$ cat config.mk
export PLATFORM = sky130hd
export DESIGN_NAME = lcd_8080_writer
export DESIGN_NICKNAME = d
export VERILOG_FILES = /design/src/rtl/lcd_8080_writer.sv
export SDC_FILE = /design/constraint.sdc
export NUM_CORES = 1
export LEC_CHECK = 0
export CAP_MARGIN = 20
export CORE_ASPECT_RATIO = 0.8
export CORE_UTILIZATION = 30
export CTS_CLUSTER_DIAMETER = 40
export CTS_CLUSTER_SIZE = 14
export DETAILED_ROUTE_END_ITERATION = 16
export PLACE_DENSITY_LB_ADDON = 0.3
export SETUP_SLACK_MARGIN = 0.05
export SLEW_MARGIN = 40
export SYNTH_ARGS = -nofsm -noshare
export SYNTH_HDL_FRONTEND = slang
export SYNTH_SLANG_ARGS = --single-unit
$ cat constraint.sdc
create_clock -name clk_clk -period 5.4 [get_ports clk_clk]
set_input_delay 1.62 -clock clk_clk [delete_from_list [all_inputs] [get_ports clk_clk]]
set_output_delay 1.62 -clock clk_clk [all_outputs]
set_load 0.03 [all_outputs]
$ cat src/rtl/lcd_8080_writer.sv
// Avalon-MM slave that queues command/data words and plays them out as
// 8080-style parallel write cycles, plus the panel hardware-reset pulse.
module lcd_8080_writer #(
  parameter int FIFO_DEPTH     = 16,
  parameter int WR_LOW_CYCLES  = 2,
  parameter int WR_HIGH_CYCLES = 2,
  parameter int RST_CYCLES     = 50000
) (
  input  logic        clk_clk,
  input  logic        reset_reset_n,
  input  logic [1:0]  avs_address,
  input  logic        avs_write,
  input  logic [31:0] avs_writedata,
  input  logic        avs_read,
  output logic [31:0] avs_readdata,
  output logic        avs_waitrequest,
  output logic        lcd_cs,
  output logic [23:0] lcd_data,
  output logic        lcd_dc,
  output logic        lcd_rst,
  output logic        lcd_wr
);

  localparam int AW     = $clog2(FIFO_DEPTH);
  localparam int MAXC_A = (WR_LOW_CYCLES > WR_HIGH_CYCLES) ? WR_LOW_CYCLES : WR_HIGH_CYCLES;
  localparam int MAXC   = (RST_CYCLES > MAXC_A) ? RST_CYCLES : MAXC_A;
  localparam int CW     = $clog2(MAXC + 1);

  localparam logic [CW-1:0] RST_LAST = CW'(RST_CYCLES - 1);
  localparam logic [CW-1:0] LO_LAST  = CW'(WR_LOW_CYCLES - 1);
  localparam logic [CW-1:0] HI_LAST  = CW'(WR_HIGH_CYCLES - 1);
  localparam logic [AW:0]   DEPTH_L  = (AW + 1)'(FIFO_DEPTH);

  typedef enum logic [2:0] {
    ST_RST_HOLD,
    ST_IDLE,
    ST_SETUP,
    ST_WR_LO,
    ST_WR_HI
  } state_t;

  state_t          state_q, state_d;
  logic [CW-1:0]   cnt_q, cnt_d;

  logic [24:0]     fifo_mem_q [FIFO_DEPTH];
  logic [AW-1:0]   wr_ptr_q, rd_ptr_q;
  logic [AW:0]     level_q;
  logic            dc_q;
  logic [23:0]     data_q;

  logic            fifo_full, fifo_empty;
  logic            push_req, push, pop, sw_rst;
  logic            busy, in_reset;
  logic [8:0]      level_ext;
  logic [7:0]      level_sat;
  logic [31:0]     status;
  logic            unused_wdata;

  assign fifo_full  = (level_q == DEPTH_L);
  assign fifo_empty = (level_q == '0);

  // Addresses 0 and 1 both feed the FIFO; address bit 0 becomes dc.
  assign push_req = avs_write && !avs_address[1];
  assign push     = push_req && !fifo_full;
  assign sw_rst   = avs_write && (avs_address == 2'd2) && avs_writedata[0];

  // Stall uses the registered level, so a pop only frees the slot one cycle later.
  assign avs_waitrequest = reset_reset_n && push_req && fifo_full;

  always_comb begin
    state_d = state_q;
    cnt_d   = cnt_q;
    pop     = 1'b0;
    case (state_q)
      ST_RST_HOLD: begin
        if (cnt_q == RST_LAST) begin
          state_d = ST_IDLE;
          cnt_d   = '0;
        end else begin
          cnt_d = cnt_q + 1'b1;
        end
      end
      ST_IDLE: begin
        if (!fifo_empty) begin
          pop     = 1'b1;
          state_d = ST_SETUP;
        end
      end
      ST_SETUP: begin
        state_d = ST_WR_LO;
        cnt_d   = '0;
      end
      ST_WR_LO: begin
        if (cnt_q == LO_LAST) begin
          state_d = ST_WR_HI;
          cnt_d   = '0;
        end else begin
          cnt_d = cnt_q + 1'b1;
        end
      end
      ST_WR_HI: begin
        if (cnt_q == HI_LAST) begin
          cnt_d = '0;
          if (!fifo_empty) begin
            pop     = 1'b1;
            state_d = ST_SETUP;
          end else begin
            state_d = ST_IDLE;
          end
        end else begin
          cnt_d = cnt_q + 1'b1;
        end
      end
      default: begin
        state_d = ST_RST_HOLD;
        cnt_d   = '0;
      end
    endcase
    if (sw_rst) begin
      state_d = ST_RST_HOLD;
      cnt_d   = '0;
      pop     = 1'b0;
    end
  end

  always_ff @(posedge clk_clk) begin
    if (!reset_reset_n) begin
      state_q  <= ST_RST_HOLD;
      cnt_q    <= '0;
      wr_ptr_q <= '0;
      rd_ptr_q <= '0;
      level_q  <= '0;
    end else begin
      state_q <= state_d;
      cnt_q   <= cnt_d;
      if (sw_rst) begin
        wr_ptr_q <= '0;
        rd_ptr_q <= '0;
        level_q  <= '0;
      end else begin
        if (push) wr_ptr_q <= wr_ptr_q + 1'b1;
        if (pop)  rd_ptr_q <= rd_ptr_q + 1'b1;
        case ({push, pop})
          2'b10:   level_q <= level_q + 1'b1;
          2'b01:   level_q <= level_q - 1'b1;
          default: level_q <= level_q;
        endcase
      end
    end
  end

  always_ff @(posedge clk_clk) begin
    if (push && reset_reset_n) fifo_mem_q[wr_ptr_q] <= {avs_address[0], avs_writedata[23:0]};
  end

  // Registered read port doubles as the bus hold register: it only loads on a pop.
  always_ff @(posedge clk_clk) begin
    if (!reset_reset_n) begin
      dc_q   <= 1'b1;
      data_q <= '0;
    end else if (pop) begin
      {dc_q, data_q} <= fifo_mem_q[rd_ptr_q];
    end
  end

  assign lcd_cs   = !((state_q == ST_SETUP) || (state_q == ST_WR_LO) || (state_q == ST_WR_HI));
  assign lcd_wr   = (state_q != ST_WR_LO);
  assign lcd_rst  = (state_q != ST_RST_HOLD);
  assign lcd_dc   = dc_q;
  assign lcd_data = data_q;

  assign busy      = !fifo_empty || (state_q != ST_IDLE);
  assign in_reset  = (state_q == ST_RST_HOLD);
  assign level_ext = 9'(level_q);
  assign level_sat = level_ext[8] ? 8'hFF : level_ext[7:0];
  assign status    = {16'h0000, level_sat, 5'b00000, in_reset, fifo_full, busy};

  assign avs_readdata = (reset_reset_n && avs_read && (avs_address == 2'd2)) ? status : 32'h0;

  assign unused_wdata = ^avs_writedata[31:24];

endmodule

==> results.txt, run 1 <==
The arrival time of the worst setup path is 3.32 ns, and the number of maximum-capacitance violations is 0. For this design the static power due to leakage is 6.86 nW. The library cell with the largest summed area after synthesis is edfxtp_1. The worst setup path is launched from an input pin. Synthesis inferred 457 register bits. Main flop type after synthesis: edfxtp_1. In this run the horizontal extent of the chip is 277 um. The tools report the cell at the root of the clock tree as clkbuf_16.

The tools report the wire length reported by the detailed router as 40.3 mm. For this design, the slowest cell found on the critical path is clkdlybuf4s50_1. The worst path needs 4.94 ns of the cycle, external delays included.

The vertical extent of the die was 222 um; the largest net degree at the start of global routing was 50. For the die footprint, the log shows 61400 um2. The run gives 0.59 ns as the clock latency at the later pin of the worst-skew pair.

Global routing consumed, over all layers together, 13.3% of the routing resources. The tools report the terminus of the critical flop-to-flop path as level_q[4]$_SDFFE_PP0P_. The tools report the netlist area before placement as 18100 um2.

For this run, design rule violations remaining after detail routing come to 0. Dividing the detail-routed wire length by the instance count gives 21.1 um. TritonCTS built the clock tree. The worst hold path cell count works out to 1.

edfxtp_1 is the most common cell in the netlist. The run finished with clean final reports. The top cell type's share of synthesized area works out to 66.3%. The share of post-route cells with drive strength above 1 came out at 21.5%. At the end of routability-driven placement, the weighted congestion stood at 0.729. For the total number of yosys warnings, the log shows 0. The nature of the critical path endpoint was an output port. Path category of the worst min-delay check: reg -> reg. The detail route stage leaves a number of antenna-violating nets equal to 0.

Share of synthesized area occupied by flip-flops and latches: 72.6%. Sorting the synthesized cells by area gives the leading types as edfxtp_1, mux4_2, dfxtp_1. The post-route fraction of the period consumed by the critical path is 91.5%, and the power density over the cells is 353 nW/um2. The register-to-register setup slack was 1.68 ns. Average size of a mapped cell: 18.3 um2. For the final core area utilization, the log shows 36.2%.

The type of the worst setup path is in -> out. The worst hold path begins at lcd_data[12]$_SDFFE_PN0P_. Relative to the synthesized area, the layout overhead comes to 19.2%. Setup violations remaining at the end of the flow were counted as 0. The synthesized design contains 400 enable-type register cells. Clock skew on the completed layout was measured at 0.0127 ns. The first-iteration detailed-routing DRC count was 625. Routed via count divided by cell count: 4.83. CTS built an H-tree with a depth of 2. 99 I/O pins were placed. The filler cells instantiated in the layout total 5571.

In the synthesized netlist, the cells that appear most often are edfxtp_1, mux4_2, dfxtp_1, nor2_1, nand2_1. The data required time at the worst endpoint is 3.78 ns, and the area of the core is 59700 um2. Of all nets on the critical path, the largest fanout is 5.

The via count of the first global-routing pass is 9316. The run gives 457 as the clock sink total. The clock passes through at most 3 buffers. Derived from the worst setup path, the maximum achievable clock frequency is 202 MHz. The first TritonRoute pass finished after 5 iterations.

The final antenna diode count was 0; the count of unique library cells instantiated by Yosys was 57. The initial antenna violation count was 0. Setup repair after global routing left no endpoint under its margin.

The path with the worst hold slack has its endpoint at lcd_data[12]$_SDFFE_PN0P_. Site row count: 80. Buffers placed on the I/O ports in this run total 66. Across the VDD grid, the largest voltage drop is 204 uV.

The critical path's largest stage delay was 0.66 ns. The tools report the number of cells after detailed placement as 1815. The max-slew headroom at the worst pin is 53.2%. The count of hold buffers inserted by post-cts repair came out at 0. The startpoint of the worst-slack reg-to-reg timing path is cnt_q[0]$_SDFFE_PP0N_. The cell that appears most often on the critical path is clkdlybuf4s50_1. The total vias in the final route was 9204. TritonCTS created 51 clock buffers. The number of gates resized after CTS was 0. After clock tree synthesis, the clock-pin slew on the worst setup and hold paths is 0.06 ns. The proportion of synthesized flip-flops having asynchronous set or reset came out at 0%. For the count of final max-slew check failures, the log shows 0. The number of buffers inserted to repair setup after CTS came out at 0.

The tools report the count of nets after finishing as 1139. The total congestion overflow after global routing came out at 0. Once layout is complete, the cells apart from fillers number 1906. Once the floorplan was initialized, standard cells occupied 30.4% of the core.

For the pin with the worst max-slew slack, the measured transition is 0.695 ns. The cell count after synthesis was 990. Traced cell by cell, the critical path runs through clkdlybuf4s50_1 > nor2b_1 > and3_1 > and2_1 > clkdlybuf4s50_1.

The first global-routing pass estimated 60.8 mm of wire. For the final-report hold violation count, the log shows 0. The setup total negative slack was 0 ns. For the worst flop-to-flop path, the logic depth is 11.

For the post-DP HPWL, the log shows 22.3 mm.
## metrics by stage
step / hold WS, ns / instance area (um2) / worst slack (ns) / total power [W]
global route: 0.508 / 21600 / 0.390 / 0.00787
floorplan: 0.463 / 18200 / 0.962 / 0.00417
global placement: 0.461 / 19900 / 0.454 / 0.00428
finish: 0.481 / 21600 / 0.456 / 0.00761
detailed placement: 0.469 / 19900 / 0.457 / 0.00429
CTS: 0.483 / 21600 / 0.448 / 0.00769
## state kept, by name, indices dropped and copies added (netlist names)
name,cells
cnt_q,16
fifo_mem_q,400
lcd_data,24
lcd_dc,1
level_q,5
rd_ptr_q,4
state_q,3
wr_ptr_q,4
## cells in the final DEF, fill, tap and decap left out, drive strengths merged, types with 12 or more instances in the layout
| cell | instances |
|---|---|
| edfxtp | 400 |
| mux4 | 100 |
| clkdlybuf4s50 | 66 |
| clkbuf | 58 |
| dfxtp | 57 |
| nor2 | 48 |
| nand2 | 38 |
| a21oi | 37 |
| buf | 35 |
| and2 | 28 |
| mux2i | 26 |
| conb | 24 |
| a211oi | 23 |
| a22o | 22 |
| inv | 17 |
| clkinv | 17 |
| nand3 | 12 |
## logic make-up after synthesis
kind of cell / count (synthesis) / share of synthesized area [%]
and+or+nand+nor: 174 / 4.91
DFF: 457 / 72.6
xor gates and xnor gates: 16 / 0.773
AOI/OAI and AO/OA: 115 / 4.43
muxes: 127 / 13.9
buffers and inverters: 88 / 2.51
other: 1 / 0.0207
adders and majority gates: 12 / 0.870
## area by class of cell
| cell class | instances | area (um2) | area share [%] |
|---|---|---|---|
| clock buffer | 58 | 1350 | 6.23 |
| sequential | 457 | 13200 | 60.9 |
| multi-input combinational | 468 | 4730 | 21.9 |
| tap | 779 | 975 | 4.51 |
| inverter | 10 | 37.5 | 0.174 |
| clock inverter | 33 | 303 | 1.40 |
| timing repair buffer | 101 | 1050 | 4.85 |
## where the power goes
part / internal, W / switching (W) / leakage (nW)
clock: 0.00195 / 0.00145 / 0.786
combinational: 0.000124 / 0.000206 / 2.02
sequential: 0.00386 / 0.0000220 / 4.06
## worst max path at each step
stage | slack (ns) | from | to | cells past startpoint
finish | 0.46 | avs_address[1] | avs_readdata[11] | 5
detailed placement | 0.46 | avs_address[1] | avs_readdata[11] | 5
floorplan | 0.96 | reset_reset_n | fifo_mem_q[0][0]$_DFFE_PP_ | 5
global route | 0.39 | avs_address[1] | avs_readdata[8] | 5
global placement | 0.45 | avs_address[1] | avs_readdata[10] | 5
CTS | 0.45 | avs_address[1] | avs_readdata[11] | 5
## metal layers
layer  part of all wire, %  routed length (um)  GRT usage [%]  vias up
met2                    48               19300           21.1      177
met4                   1.7                 702           4.23        0
li1                      -                   -              -     4144
met1                    47               18700           18.7     4834
met5                     0                   0              0        -
met3                   3.8                1520           2.11       49
## critical path, delay by kind of cell
family                 cells  cell delay [ns]
and+or+nand+nor            3             0.53
buffers and inverters      2             1.17
(Power assumes the default switching activity.)
==> inputs of run 2 (changes only) <==
==> constraint.sdc (replaced) <==
create_clock -name clk_clk -period 4.32 [get_ports clk_clk]
set_input_delay 1.296 -clock clk_clk [delete_from_list [all_inputs] [get_ports clk_clk]]
set_output_delay 1.296 -clock clk_clk [all_outputs]
set_load 0.03 [all_outputs]
==> results.txt, run 2 (synthesis gave the netlist of run 1 again) <==
The max-slew headroom at the worst pin came out at 58.1% (+4.9 points). The iteration count of the initial detailed-routing pass was 7 (+2); the arrival time of the worst setup path was 2.82 ns (-0.50 ns). The run finished with clean final reports. The count of boundary I/O pins was 99 (unchanged); the count of buffers inserted at the top-level ports was 66 (unchanged). The number of maximum-capacitance violations came out at 0 (unchanged).

Critical path's most frequent cell: clkdlybuf4s50_1. The type of the worst setup path is in -> out. The number of clock buffers inserted by TritonCTS was 56 (+9.8%). Via count of the first global-routing pass: 9488 (+1.8%). The count of hold buffers inserted by post-cts repair is 0 (unchanged), and the residual DRC count is 0 (unchanged).

The die footprint was 61400 um2 (unchanged). The count of nets after finishing was 1155 (+1.4%); the total vias in the final route was 9179 (-0.27%). Leaving out fill and tap cells, the most frequent cell in the layout is edfxtp_1.

The clock-pin slew on the worst setup and hold paths was 0.06 ns (about the same). For the overall track demand over capacity in global routing, the log shows 13.2% (-0.11 points). The count of final max-slew check failures is 0 (unchanged).

The largest net degree at the start of global routing came out at 38 (-24%). Total congestion overflow after global routing: 0 (unchanged). The tools report the number of fill cells as 5519 (-0.93%). The worst setup path is launched from an input pin. The site row count is 80 (unchanged), and the maximum fanout along the worst path is 2 (-3). The effective utilization at floorplan was 30.4% (unchanged). The chip width was 277 um (unchanged); the wire length per cell after detailed routing was 20.7 um (-1.9%). Setup total negative slack: 0 ns (unchanged). Final critical path time including I/O delays and setup: 4.12 ns. The run gives 2 (unchanged) as the CTS H-tree depth.

For the area of the core, the log shows 59700 um2 (unchanged). The tools report the count of final setup violators as 0 (unchanged). The run gives 0 (unchanged) as the antenna violation net count after detailed routing. Traced cell by cell, the critical path runs through clkdlybuf4s50_1 > nor2b_1 > nand2_1 > nor2_1 > clkdlybuf4s50_1.

The worst hold path belongs to the class reg -> reg. The share of post-route cells with drive strength above 1 is 24.1% (+2.7 points), and the post-route fraction of the period consumed by the critical path is 95.3%. The run gives 40.1 mm (-0.57%) as the wire length reported by the detailed router.

The maximum ir drop on the vdd rail came out at 336 uV (+64%). The run gives 60.8 mm (about the same) as the first-pass GRT wire length. The growth of design area from synthesis to finish came out at 21.0%.

Setup repair after global routing left no endpoint under its margin. The critical path's largest stage delay came out at 0.68 ns (+0.02 ns). For the final-report hold violation count, the log shows 0 (unchanged). The run gives 825 (+32%) as the first-iteration detailed-routing DRC count. The routed via count divided by cell count came out at 4.75 (-1.6%).

The data required time at the worst endpoint was 3.02 ns (-0.76 ns); the clock latency at the later pin of the worst-skew pair was 0.62 ns (+0.03 ns). The register ranked first by flip-flop count was fifo_mem_q. The gate family responsible for the most delay along the worst path was buffers and inverters. The run gives 0 (unchanged) as the quantity of gates resized following cts. TritonCTS built the clock tree. Worst hold path cell count: 1 (unchanged). Initial antenna violation count: 1 (+1).

The count of cells along the worst register-to-register path came out at 11 (unchanged). The power density over the cells was 456 nW/um2 (+29%); the number of buffers inserted to repair setup after CTS was 0 (unchanged). Critical path's slowest cell: clkdlybuf4s50_1. The run gives 20000 um2 (+0.40%) as the placement-stage cell area.

The final weighted congestion in routability-driven placement is 0.746 (+2.3%). CTS placed an instance of clkbuf_16 at the clock tree root. Vertical extent of the die: 222 um (unchanged). For the static leakage power, the log shows 7.08 nW (+3.1%). The area of all placed cells without fillers is 21900 um2 (+1.6%). Final setup skew: 0.0293 ns (+0.0166 ns). The transition at the pin with the smallest max-transition slack is 0.623 ns (-0.0728 ns), and the post-DP HPWL is 23.0 mm (+3.2%). For the clock sink total, the log shows 457 (unchanged).

The critical path depth is 5 (unchanged), and the maximum clock insertion buffer count is 3 (unchanged). The buffering stage count on the worst path with inverters included works out to 2 (unchanged). In the layout the commonest cells are edfxtp_1, mux4_2, clkdlybuf4s50_1. Derived from the worst setup path, the maximum achievable clock frequency is 243 MHz. The flip-flop count of the largest register after layout was 400 (unchanged). The nature of the critical path endpoint is an output port.
## run 2: cell count changes in the layout (fill, tap and decap cells not counted), moves of 4 or more
cell and change:
buf_4 +18, clkdlybuf4s50_1 -8, clkinv_2 +4, inv_8 +6
## run 2: path summary, 6_finish.rpt
path,endpoint,slack [ns],from
worst min-delay path,lcd_data[13]$_SDFFE_PN0P_,0.48,lcd_data[13]$_SDFFE_PN0P_
worst max register to register,level_q[4]$_SDFFE_PP0P_,0.84,cnt_q[0]$_SDFFE_PP0N_
worst min register to register,lcd_data[13]$_SDFFE_PN0P_,0.48,lcd_data[13]$_SDFFE_PN0P_
worst max-delay path,avs_waitrequest,0.20,avs_write
## run 2: final cells by class
| class | count | area (um2) | share of cell area, % |
|---|---|---|---|
| repair buffers | 112 | 1120 | 5.12 |
| multi-input cells | 468 | 4730 | 21.6 |
| well taps | 779 | 975 | 4.44 |
| diodes | 1 | 2.50 | 0.0114 |
| inverters | 10 | 40.0 | 0.183 |
| flip-flops and latches | 457 | 13200 | 60.0 |
| clock inverters | 44 | 483 | 2.20 |
| clock buffers | 61 | 1420 | 6.47 |
## run 2: metrics by stage
step | std cells | hold WS (ns) | setup WS, ns | total power (W) | utilization (%)
after floorplan | 1013 | 0.463 | 0.206 | 0.00521 | -
after global placement | 1826 | 0.461 | 0.201 | 0.00536 | 33.6
after detailed placement | 1826 | 0.467 | 0.213 | 0.00536 | 33.6
after CTS | 1931 | 0.481 | 0.203 | 0.0101 | 36.8
after global routing | 1931 | 0.491 | 0.114 | 0.0103 | 36.8
final | 1932 | 0.476 | 0.204 | 0.0100 | 36.8
## run 2: power by group
part	internal, W	switching, W
registers	0.00482	0.0000293
logic	0.000157	0.000254
clock network	0.00271	0.00203
total	0.00769	0.00232
## run 2: metal layers
layer	vias to the layer above	global-route usage [%]	part of all wire [%]
li1	4164	-	-
met1	4740	18.5	46
met2	212	20.7	47
met3	63	2.51	4.6
met4	0	4.34	2.4
met5	-	0	0
==> inputs of run 3 (changes only) <==
--- a/config.mk
+++ b/config.mk
@@ -5,12 +5,14 @@
 export SDC_FILE = /design/constraint.sdc
 export NUM_CORES = 1
 export LEC_CHECK = 0
-export CAP_MARGIN = 20
+export CAP_MARGIN = 25
 export CORE_ASPECT_RATIO = 0.8
+export CORE_MARGIN = 2
 export CORE_UTILIZATION = 30
 export CTS_CLUSTER_DIAMETER = 40
 export CTS_CLUSTER_SIZE = 14
 export DETAILED_ROUTE_END_ITERATION = 16
+export GPL_ROUTABILITY_DRIVEN = 1
 export PLACE_DENSITY_LB_ADDON = 0.3
 export SETUP_SLACK_MARGIN = 0.05
 export SLEW_MARGIN = 40
==> results.txt, run 3 (synthesis gave the netlist of run 1 again) <==
The run finished with clean final reports. The run gives 20000 um2 (about the same) as the placement-stage cell area. The routed via count divided by cell count was 4.81 (+1.2%). The area used by multi-input combinational logic was 4730 um2 (+0.11%). The vertical extent of the die came out at 224 um (+0.90%). The wire length per cell after detailed routing is 20.8 um (+0.53%), and the die footprint is 62400 um2 (+1.6%).

Critical path's largest stage delay: 0.68 ns (about the same). The number of fill cells came out at 5494 (-0.45%). The tools report the initial antenna violation count as 0 (-1).

Count of buffers inserted at the top-level ports: 66 (unchanged). Upper clock frequency limit: 243 MHz (-0.14%). Wire length reported by the detailed router: 39.8 mm (-0.56%).

On the critical path the largest part of the delay comes from buffers and inverters. The first-pass GRT wire length is 60.4 mm (-0.58%), and the buffering stage count on the worst path with inverters included is 2 (unchanged). The maximum ir drop on the vdd rail was 312 uV (-7.1%).

The power density over the cells was 462 nW/um2 (+1.3%). The run gives 720 (-13%) as the first-iteration detailed-routing DRC count. By instance count, the cell type seen most on the critical path is clkdlybuf4s50_1. Number of buffers inserted to repair setup after CTS: 0 (unchanged). The tools report the maximum clock insertion buffer count as 3 (unchanged).

The number of cells after detailed placement was 1814 (-0.66%). Setup repair after global routing left no endpoint under its margin. The chip width was 279 um (+0.72%); the growth of design area from synthesis to finish was 21.2%. The effective utilization at floorplan was 30.4% (unchanged); the total congestion overflow after global routing was 0 (unchanged). Traced cell by cell, the critical path runs through clkdlybuf4s50_1 > nor2b_1 > nand2_1 > nor2_1 > clkdlybuf4s50_1. The run gives 2.83 ns (about the same) as the arrival time of the worst setup path. The transition at the pin with the smallest max-transition slack works out to 0.692 ns (+0.0698 ns). The library cells used most frequently in the layout, excluding fill and tap cells, are edfxtp_1, mux4_2, clkdlybuf4s50_1.

The logs give 0 (unchanged) for the count of hold buffers inserted by post-cts repair and 7.05 nW (-0.36%) for the static leakage power. The setup total negative slack is 0 ns (unchanged). The tools report the via count of the first global-routing pass as 9442 (-0.48%). Final critical path time including I/O delays and setup: 4.12 ns (+0.00597 ns).

The maximum fanout along the worst path is 2 (unchanged), and the share of post-route cells with drive strength above 1 is 23.1% (-0.99 points). In this run the worst hold path is classified as reg -> reg. The tools report the cell at the root of the clock tree as clkbuf_16. The logs give 9190 (+0.12%) for the total vias in the final route and 0 (unchanged) for the residual DRC count.

The CTS H-tree depth is 2 (unchanged), and the area of the core is 59700 um2 (unchanged). The run gives 53 (-5.4%) as the number of clock buffers inserted by TritonCTS. The iteration count of the initial detailed-routing pass is 5 (-2), and the clock-pin slew on the worst setup and hold paths is 0.06 ns (about the same). The data required time at the worst endpoint is 3.02 ns (about the same), and the count of final setup violators is 0 (unchanged). The area of all sequential standard cells is 13200 um2 (about the same), and the quantity of gates resized following cts is 0 (unchanged). TritonCTS built the clock tree. For the count of boundary I/O pins, the log shows 99 (unchanged). The run gives 21.7 mm (-5.8%) as the post-DP HPWL.

The final weighted congestion in routability-driven placement was 0.754 (+1.0%). The count of final max-slew check failures is 0 (unchanged), and the post-route fraction of the period consumed by the critical path is 95.4% (+0.14 points). The most common cell after layout, fill and taps aside was edfxtp_1. For the clock latency at the later pin of the worst-skew pair, the log shows 0.59 ns (-0.03 ns). The final antenna diode count was 0 (-1). The tools report the largest net degree at the start of global routing as 48 (+26%). The number of standard cells in the layout, taps in and fillers out is 1911 (-1.1%).

The critical path in this run is classified as in -> out. The area of all placed cells without fillers is 22000 um2 (+0.15%). Final setup skew: 0.0152 ns (-0.0141 ns).

The number of maximum-capacitance violations came out at 0 (unchanged). For the antenna violation net count after detailed routing, the log shows 0 (unchanged). The slowest stage of the critical path belongs to the cell clkdlybuf4s50_1.

The run gives 12.9% (-0.28 points) as the overall track demand over capacity in global routing. Ranked by flip-flop count, first place goes to fifo_mem_q. For the clock sink total, the log shows 457 (unchanged).

The max-slew headroom at the worst pin was 53.5% (-4.7 points); the count of nets after finishing was 1140 (-1.3%). The nature of the critical path endpoint is an output port. The final-report hold violation count was 0 (unchanged).

The tools report the nature of the critical path startpoint as an input pin. The total power is 0.0102 W (+1.5%), and the site row count is 80 (unchanged). The flip-flop count of the largest register after layout came out at 400 (unchanged).
-- run 3: layout make-up --
cell class	count	area share (%)
repair buffers	100	5.10
clock buffers	58	6.22
clock inverters	39	2.61
multi-input cells	468	21.5
flip-flops and latches	457	59.9
inverters	10	0.171
well taps	779	4.44
-- run 3: power breakdown --
| part | internal (W) | leakage [nW] | total [W] | switching, W |
|---|---|---|---|---|
| clock | 0.00299 | 0.942 | 0.00489 | 0.00189 |
| combinational | 0.000156 | 2.05 | 0.000409 | 0.000253 |
| sequential | 0.00482 | 4.06 | 0.00486 | 0.0000312 |
| total | 0.00798 | 7.05 | 0.0102 | 0.00217 |
-- run 3: worst paths after layout --
kind / startpoint / to / slack [ns] / depth (start not counted)
max: avs_write / avs_waitrequest / 0.20 / 5
min: lcd_data[10]$_SDFFE_PN0P_ / lcd_data[10]$_SDFFE_PN0P_ / 0.47 / 1
min reg2reg: lcd_data[10]$_SDFFE_PN0P_ / lcd_data[10]$_SDFFE_PN0P_ / 0.47 / 1
max reg2reg: cnt_q[0]$_SDFFE_PP0N_ / level_q[4]$_SDFFE_PP0P_ / 0.71 / 11
-- run 3: metal layers --
metal | track usage [%] | share of wire, %
met1 | 18.0 | 46
met2 | 20.7 | 47
met3 | 2.35 | 4.9
met4 | 3.80 | 2.0
met5 | 0 | 0
-- run 3: worst reg2reg max path: cells and delay by family (launching register included) --
kind                     cells  cell delay (ns)
adder cells (fa/ha/maj)      3             0.82
AO/OA/AOI/OAI                4             0.76
flip-flops                   1             0.42
AND/OR/NAND/NOR              3             1.44
XOR/XNOR                     1             0.11
-- run 3: metrics by stage --
step / utilization [%] / hold WS (ns) / worst slack [ns]
after floorplan: - / 0.463 / 0.206
after global placement: 33.6 / 0.460 / 0.195
after detailed placement: 33.6 / 0.465 / 0.215
after CTS: 36.8 / 0.480 / 0.201
after global routing: 36.8 / 0.491 / 0.0865
final: 36.8 / 0.474 / 0.198
